<file path="src/rtl/cacheline_adaptor_if.sv">
// Cache-side and memory-side signal bundle of the cache-line adaptor.
// master is the adaptor's view; slave is the cache/memory view.
interface cacheline_adaptor_if #(
  parameter int LINE_W  = 256,
  parameter int BURST_W = 64,
  parameter int ADDR_W  = 32
);
  logic               read_i;
  logic               write_i;
  logic [ADDR_W-1:0]  address_i;
  logic [LINE_W-1:0]  line_i;
  logic [LINE_W-1:0]  line_o;
  logic               resp_o;
  logic               read_o;
  logic               write_o;
  logic [ADDR_W-1:0]  address_o;
  logic [BURST_W-1:0] burst_o;
  logic [BURST_W-1:0] burst_i;
  logic               resp_i;

  modport master (
    input  read_i, write_i, address_i, line_i,
    input  burst_i, resp_i,
    output line_o, resp_o,
    output read_o, write_o, address_o, burst_o
  );

  modport slave (
    output read_i, write_i, address_i, line_i,
    output burst_i, resp_i,
    input  line_o, resp_o,
    input  read_o, write_o, address_o, burst_o
  );
endinterface

</file>
<file path="src/rtl/cacheline_adaptor.sv">
// Turns one cache-line read/write into a fixed-length memory burst.
// Single outstanding transaction; one-cycle resp_o on completion.
module cacheline_adaptor #(
  parameter int LINE_W  = 256,
  parameter int BURST_W = 64,
  parameter int ADDR_W  = 32
) (
  input logic clk,
  input logic rst,
  cacheline_adaptor_if.master bus
);

  localparam int NBEATS = LINE_W / BURST_W;
  localparam int OFFS   = $clog2(LINE_W / 8);
  localparam int CW     = (NBEATS > 1) ? $clog2(NBEATS) : 1;
  localparam logic [CW-1:0] LAST = CW'(NBEATS - 1);

  typedef enum logic [1:0] {
    IDLE,
    RD,
    WR,
    DONE
  } state_t;

  state_t            state_q, state_d;
  logic [CW-1:0]     cnt_q, cnt_d;
  logic [ADDR_W-1:0] addr_q, addr_d;
  logic [LINE_W-1:0] line_q, line_d;
  logic [ADDR_W-1:0] aligned;
  logic              last;
  logic              unused;

  // Offset bits within a line never reach memory.
  assign unused  = ^bus.address_i[OFFS-1:0];
  assign aligned = {bus.address_i[ADDR_W-1:OFFS], {OFFS{1'b0}}};
  assign last    = (cnt_q == LAST);

  // State, beat counter, latched address and line buffer.
  always_ff @(posedge clk) begin
    if (rst) begin
      state_q <= IDLE;
      cnt_q   <= '0;
      addr_q  <= '0;
      line_q  <= '0;
    end else begin
      state_q <= state_d;
      cnt_q   <= cnt_d;
      addr_q  <= addr_d;
      line_q  <= line_d;
    end
  end

  // Next-state, beat placement and counter advance.
  always_comb begin
    state_d = state_q;
    cnt_d   = cnt_q;
    addr_d  = addr_q;
    line_d  = line_q;
    unique case (state_q)
      IDLE: begin
        if (bus.read_i) begin
          addr_d  = aligned;
          state_d = RD;
        end else if (bus.write_i) begin
          addr_d  = aligned;
          line_d  = bus.line_i;
          state_d = WR;
        end
      end
      RD: begin
        if (bus.resp_i) begin
          line_d[cnt_q*BURST_W +: BURST_W] = bus.burst_i;
          if (last) begin
            cnt_d   = '0;
            state_d = DONE;
          end else begin
            cnt_d = cnt_q + 1'b1;
          end
        end
      end
      WR: begin
        if (bus.resp_i) begin
          if (last) begin
            cnt_d   = '0;
            state_d = DONE;
          end else begin
            cnt_d = cnt_q + 1'b1;
          end
        end
      end
      DONE: begin
        state_d = IDLE;
      end
      default: begin
        state_d = IDLE;
      end
    endcase
  end

  // Bus outputs are pure decodes of the registered state.
  assign bus.read_o    = (state_q == RD);
  assign bus.write_o   = (state_q == WR);
  assign bus.resp_o    = (state_q == DONE);
  assign bus.address_o = addr_q;
  assign bus.line_o    = line_q;
  assign bus.burst_o   = line_q[cnt_q*BURST_W +: BURST_W];

endmodule
</file>
<file path="src/flat_wrapper.sv">
// flat-port wrapper written by rule: the top's interface ports become plain ports
module cacheline_adaptor_flat 
#(
  parameter int LINE_W  = 256,
  parameter int BURST_W = 64,
  parameter int ADDR_W  = 32
)
  (clk, rst, bus_read_i, bus_write_i, bus_address_i, bus_line_i, bus_burst_i, bus_resp_i, bus_line_o, bus_resp_o, bus_read_o, bus_write_o, bus_address_o, bus_burst_o);
  cacheline_adaptor_if #(.LINE_W(LINE_W), .BURST_W(BURST_W), .ADDR_W(ADDR_W)) bus_i ();
  input logic clk;
  input logic rst;
  input wire logic [$bits(bus_i.read_i)-1:0] bus_read_i;
  input wire logic [$bits(bus_i.write_i)-1:0] bus_write_i;
  input wire logic [$bits(bus_i.address_i)-1:0] bus_address_i;
  input wire logic [$bits(bus_i.line_i)-1:0] bus_line_i;
  input wire logic [$bits(bus_i.burst_i)-1:0] bus_burst_i;
  input wire logic [$bits(bus_i.resp_i)-1:0] bus_resp_i;
  output wire logic [$bits(bus_i.line_o)-1:0] bus_line_o;
  output wire logic [$bits(bus_i.resp_o)-1:0] bus_resp_o;
  output wire logic [$bits(bus_i.read_o)-1:0] bus_read_o;
  output wire logic [$bits(bus_i.write_o)-1:0] bus_write_o;
  output wire logic [$bits(bus_i.address_o)-1:0] bus_address_o;
  output wire logic [$bits(bus_i.burst_o)-1:0] bus_burst_o;
  assign bus_i.read_i = bus_read_i;
  assign bus_i.write_i = bus_write_i;
  assign bus_i.address_i = bus_address_i;
  assign bus_i.line_i = bus_line_i;
  assign bus_i.burst_i = bus_burst_i;
  assign bus_i.resp_i = bus_resp_i;
  assign bus_line_o = bus_i.line_o;
  assign bus_resp_o = bus_i.resp_o;
  assign bus_read_o = bus_i.read_o;
  assign bus_write_o = bus_i.write_o;
  assign bus_address_o = bus_i.address_o;
  assign bus_burst_o = bus_i.burst_o;
  cacheline_adaptor #(.LINE_W(LINE_W), .BURST_W(BURST_W), .ADDR_W(ADDR_W)) u_core (.clk(clk), .rst(rst), .bus(bus_i));
endmodule
</file>
<file path="config.mk">
export PLATFORM = sky130hd
export DESIGN_NAME = cacheline_adaptor_flat
export DESIGN_NICKNAME = d
export VERILOG_FILES = /design/src/rtl/cacheline_adaptor_if.sv /design/src/rtl/cacheline_adaptor.sv /design/src/flat_wrapper.sv
export SDC_FILE = /design/constraint.sdc
export NUM_CORES = 1
export LEC_CHECK = 0
export CORE_AREA = 2 2 280 282
export DETAILED_ROUTE_END_ITERATION = 10
export DIE_AREA = 0 0 282 284
export GPL_ROUTABILITY_DRIVEN = 0
export GPL_TIMING_DRIVEN = 0
export HOLD_SLACK_MARGIN = 0.1
export SYNTH_ARGS = -nofsm -noshare
export SYNTH_HDL_FRONTEND = slang
export SYNTH_SLANG_ARGS = --single-unit
export TNS_END_PERCENT = 20
</file>
<file path="constraint.sdc">
create_clock -name clk -period 2.8 [get_ports clk]
set_clock_uncertainty 0.1 [all_clocks]
set_input_delay 0.42 -clock clk [delete_from_list [all_inputs] [get_ports clk]]
set_output_delay 0.42 -clock clk [all_outputs]
set_load 0.1 [all_outputs]
</file>
After elaboration in Yosys (flattened, before gate mapping)

Index checks and enable logic that the tools add are counted.

Register bits: 292
Input bits: 357
Output and inout port bits: 355

$add $sub $neg: 2
Eq/ne operators: 10
Shift-type cells: 3
Multiplexer cells: 13
Reduce and logical (&&, ||, !) cells: 8

Operators with widths:

| kind                      | count |
|---|---|
| $mux 256                  | 3 |
| $pmux 256 s2              | 1 |
| $bwmux 256                | 1 |
| $shift 64x34->256 const A | 1 |
| $shiftx 256x9->64         | 1 |
| $shiftx 64x34->256        | 1 |
| $mux 32                   | 2 |
| $neg 8->34                | 1 |
| $mux 2                    | 5 |
| $eq 2x2->1 const B        | 3 |
| $ne 2x2->1 const B        | 3 |
| $pmux 2 s3                | 1 |
| $ne 2x1->1 const B        | 2 |
| $reduce_and 2->1          | 2 |
| $reduce_and 4->1          | 1 |
| $reduce_bool 2->1         | 2 |
| $ne 3x3->1 const B        | 1 |
| $reduce_and 3->1          | 1 |
| $add 2x1->2 const B       | 1 |
| $eq 2x1->1 const B        | 1 |
| $logic_not 2->1           | 1 |
| $reduce_or 2->1           | 1 |

Longest topological paths before layout

Depth in word-level cells: 5
Depth in mapped cells: 11
Depth with buffers taken out: 6

Worst setup path after synthesis

No wires, ideal clock.

Path type: register to register
From: register u_core.cnt_q[0]
To: register u_core.line_q[133] (netlist: u_core.bus.line_o[133])
Setup time: 0.078 ns
Data arrival time: 2.618 ns
Data required time: 2.622 ns
Slack: 0.004 ns
Cell stages (with the launch flop): 11
Period minus slack after synthesis: 2.796 ns
Cells stage by stage: dfxtp_1 buf_2 buf_2 buf_2 inv_1 ha_1 nand4b_1 nor2_1 clkbuf_1 a221oi_1 nor3_1

Word-level cells in the longest chain between the ends: 5

RTL lines:

| item                                                           | RTL line                | RTL |
|---|---|---|
| start, declared                                                | cacheline_adaptor.sv:26 | `logic [CW-1:0] cnt_q, cnt_d;` |
| start signal, assigned                                         | cacheline_adaptor.sv:47 | `cnt_q <= cnt_d;` |
| $neg 8->34 *                                                   | cacheline_adaptor.sv:72 | `line_d[cnt_q*BURST_W +: BURST_W] = bus.burst_i;` |
| $shiftx 64x34->256 / $shift 64x34->256 (equally long branches) | cacheline_adaptor.sv:72 |  |
| $bwmux 256 *                                                   | cacheline_adaptor.sv:72 |  |
| $mux 256 *                                                     | cacheline_adaptor.sv:71 | `if (bus.resp_i) begin` |
| $pmux 256 s2 *                                                 | cacheline_adaptor.sv:59 | `unique case (state_q)` |
| end signal, assigned                                           | cacheline_adaptor.sv:49 | `line_q <= line_d;` |
| end, declared                                                  | cacheline_adaptor.sv:28 | `logic [LINE_W-1:0] line_q, line_d;` |

Every way passes the cells marked *; elsewhere a longest branch is shown, timed or not. The select of a mux whose other input is x is not followed.
A chain may end at the register's enable or synchronous reset.

Final worst setup path

From: register u_core.cnt_q[0]
To: output bus_burst_o[4]

Word-level cells in the longest chain between the ends: 1

RTL lines:

| item              | RTL line                 | RTL |
|---|---|---|
| $shiftx 256x9->64 | cacheline_adaptor.sv:106 | `assign bus.burst_o = line_q[cnt_q*BURST_W +: BURST_W];` |
| end, declared     | flat_wrapper.sv:23       | `output wire logic [$bits(bus_i.burst_o)-1:0] bus_burst_o;` |

Every way passes these cells.

==> flow_metrics.env <==
export IMPL_outcome="complete, but fails checks"
export IMPL_violations="setup timing"
export IMPL_grt_pass1_wl_um=125000
export IMPL_wl_per_cell_um=26.6
export IMPL_initial_core_util_pct=17.6
export IMPL_synth_area_top_cells="dfxtp_1, a311oi_1, nand2_1, mux4_2, nor2_1"
export IMPL_core_area_um2=77000
export IMPL_ys_seq_area_share_pct=42.4
export IMPL_synthToLayoutAreaGrowth_pct=73.7
export IMPL_fin_util_pct=30.6
export IMPL_grt_pass1_vias=16500
export IMPL_worstPathMaxFanout=6
export IMPL_synth_area_um2=13600
export IMPL_max_stage_delay_ns=0.55
export IMPL_drt_wl_total_um=91400
export IMPL_cp_slowest_cell="mux4_2"
export IMPL_synth_xor_xnor_area_share_pct=0
export IMPL_drive_above_1_share_pct=13.7
export IMPL_row_count=102
export IMPL_cts_buffer_depth=3
export IMPL_grt_overflow_total=0
export IMPL_die_area_um2=80100
export IMPL_design_area_um2=23500
export IMPL_cts_hold_buf=0
export IMPL_cp_start_kind="flop"
export IMPL_synth_top_family_by_area="simple AND/OR/NAND/NOR gates"
export IMPL_via_per_inst=4.80
export IMPL_synth_area_mux_share_pct=10.9
export IMPL_placed_area_um2=21900
export IMPL_dieWidth_um=282
export IMPL_setup_violations=3
export IMPL_finalCriticalPeriod_ns=2.84
export IMPL_holdPathStages=3
export IMPL_postRouteAntennaNets=0
export IMPL_cts_tree="built"
export IMPL_cts_htree_levels=2
export IMPL_synth_top_cell_by_area="dfxtp_1"
export IMPL_io_pins=712
export IMPL_ys_seq_elements=287
export IMPL_synth_cells=1611
export IMPL_final_nets=2733
export IMPL_insertion_delay_ns=0.55
export IMPL_die_y_um=284
export IMPL_maxCapViolations=0
export IMPL_drt_pass1_iterations=5
export IMPL_crit_family="buffers and inverters"
export IMPL_crit_chain="buf_12 -> buf_16 -> mux4_2 -> clkdlybuf4s15_2"
export IMPL_path_class="reg -> out"
export IMPL_worstMarginPinSlew_ns=1.26
export IMPL_most_common_layout_cells="clkdlybuf4s50_1, nand2_1, dfxtp_1"
export IMPL_worstReg2RegEnd="u_core.bus.line_o[130]"
export IMPL_cts_clk_slew_worst_paths_ns=0.06
export IMPL_grt_max_degree=12
export IMPL_cts_root_buf="clkbuf_16"
export IMPL_nFillCells=8261
export IMPL_fin_ws_ns=-0.0400
export IMPL_drt_iter0_markers=1352
export IMPL_vias=16500
export IMPL_synth_top_area_share_pct=42.4
export IMPL_min_path_type="in -> reg"
export IMPL_hold_path_end="u_core.bus.address_o[29]"
export IMPL_port_buffers=700
export IMPL_fin_tns_setup_ns=-0.0779
export IMPL_max_freq_mhz=352
export IMPL_syn_avg_cell_area_um2=8.41
export IMPL_critPathBufInv=3
export IMPL_antenna_found_initial=8
export IMPL_ff2ff_setup_slack_ns=0.07
export IMPL_cts_sinks=287
export IMPL_synthSimpleGateAreaFrac_pct=22.5
export IMPL_rr_worst_depth=10
export IMPL_cp_data_arrival_time_ns=2.32
export IMPL_ys_types=29
export IMPL_worst_setup_path_end_kind="output port"
export IMPL_mostFrequentLayoutCell="clkdlybuf4s50_1"
export IMPL_r2r_start="u_core.cnt_q[1]"
export IMPL_grt_use_total_pct=21.8
export IMPL_hold_slack_ns=0.319
export IMPL_hp_start="bus_address_i[29]"
export IMPL_numCtsBuffers=37
export IMPL_yosysWarningCount=0
export IMPL_synth_compound_area_share_pct=18.1
export IMPL_finalCritPeriodShare_pct=101
export IMPL_rsz0062_at_grt="true"
export IMPL_drc=0
export IMPL_slew_headroom_pct=16.4
export IMPL_drv_slew=0
export IMPL_hold_viol=0
export IMPL_synth_adder_area_share_pct=0.831
export IMPL_dp_hpwl_um=70200
export IMPL_crit_required_ns=2.28
per-layer routing:
layer	track usage (%)	share of wire (%)	up-vias	wire, um
met5	0	0.059	-	54
met4	9.84	4.6	8	4170
met3	6.50	9.6	219	8770
met2	36.4	47	949	43000
met1	25.6	39	7978	35400
li1	-	-	7345	-
flip-flops by register name (all words and copies together) (netlist names):
name and count:
u_core.bus.line_o 256, u_core.bus.address_o 27, u_core.cnt_q 2, u_core.state_q 2
worst min-delay path, stage by stage:
cell             delay (ns)
clkdlybuf4s50_1        0.40
nand2_1                0.05
a21oi_1                0.05
worst max path at each step:
stage | from | depth (start not counted) | slack, ns | endpoint
floorplan | u_core.cnt_q[0] | 10 | 0.004 | u_core.bus.line_o[133]
global placement | u_core.cnt_q[1] | 9 | -3.04 | u_core.bus.line_o[97]
detailed placement | u_core.cnt_q[1] | 9 | -2.26 | u_core.bus.line_o[23]
CTS | u_core.cnt_q[0] | 4 | -0.12 | bus_burst_o[6]
global route | u_core.cnt_q[0] | 5 | -0.09 | bus_burst_o[46]
finish | u_core.cnt_q[0] | 4 | -0.04 | bus_burst_o[4]
cell type report:
type / count / area [um2] / area share, %
Antenna cell: 5 / 12.5 / 0.0531
Tap cell: 1040 / 1300 / 5.53
Buffer: 166 / 1060 / 4.50
Clock buffer: 56 / 1130 / 4.80
Sequential cell: 287 / 5750 / 24.4
Inverter: 5 / 18.8 / 0.0797
Multi-Input combinational cell: 1156 / 7170 / 30.4
Clock inverter: 7 / 45.0 / 0.191
Timing Repair Buffer: 714 / 7060 / 30.0
cell usage after synthesis:
master      n
a211oi_1    1
a21bo_2     2
a21boi_0    1
a21oi_1    29
a221oi_1   64
a22oi_1     4
a311oi_1  192
buf_1      19
buf_2      36
buf_4       5
clkbuf_1  107
conb_1      1
dfxtp_1   287
ha_1        9
inv_1       4
inv_2       1
mux2i_1     3
mux4_2     64
nand2_1   445
nand2b_1    1
nand3_1     1
nand3b_1    2
nand4b_1    1
nor2_1    264
nor2b_1     1
nor3_1     64
nor3b_1     1
nor4_4      1
o21ai_1     1
stage by stage:
| stage | cells | setup WS, ns |
|---|---|---|
| after floorplan | 1615 | 0.00439 |
| after global routing | 3431 | -0.0878 |
| after CTS | 3432 | -0.122 |
| after detailed placement | 3358 | -2.26 |
| final | 3436 | -0.0400 |
| after global placement | 3355 | -3.04 |
cell families after synthesis:
group / Yosys count
simple gates: 781
compound gates: 294
flops: 287
buf+inv: 172
mux: 67
fa+ha+maj: 9
other cells: 1
timing repair:
action | CTS | global route
resized for setup | 490 | 96
pin swaps | 3 | 7
gates cloned | 3 | 0
endpoints found under the setup margin | 328 | 281
setup buffers | 8 | 0
Power is not shown: default switching activity piles up to over one toggle a cycle in this logic, so the estimate is an artifact.
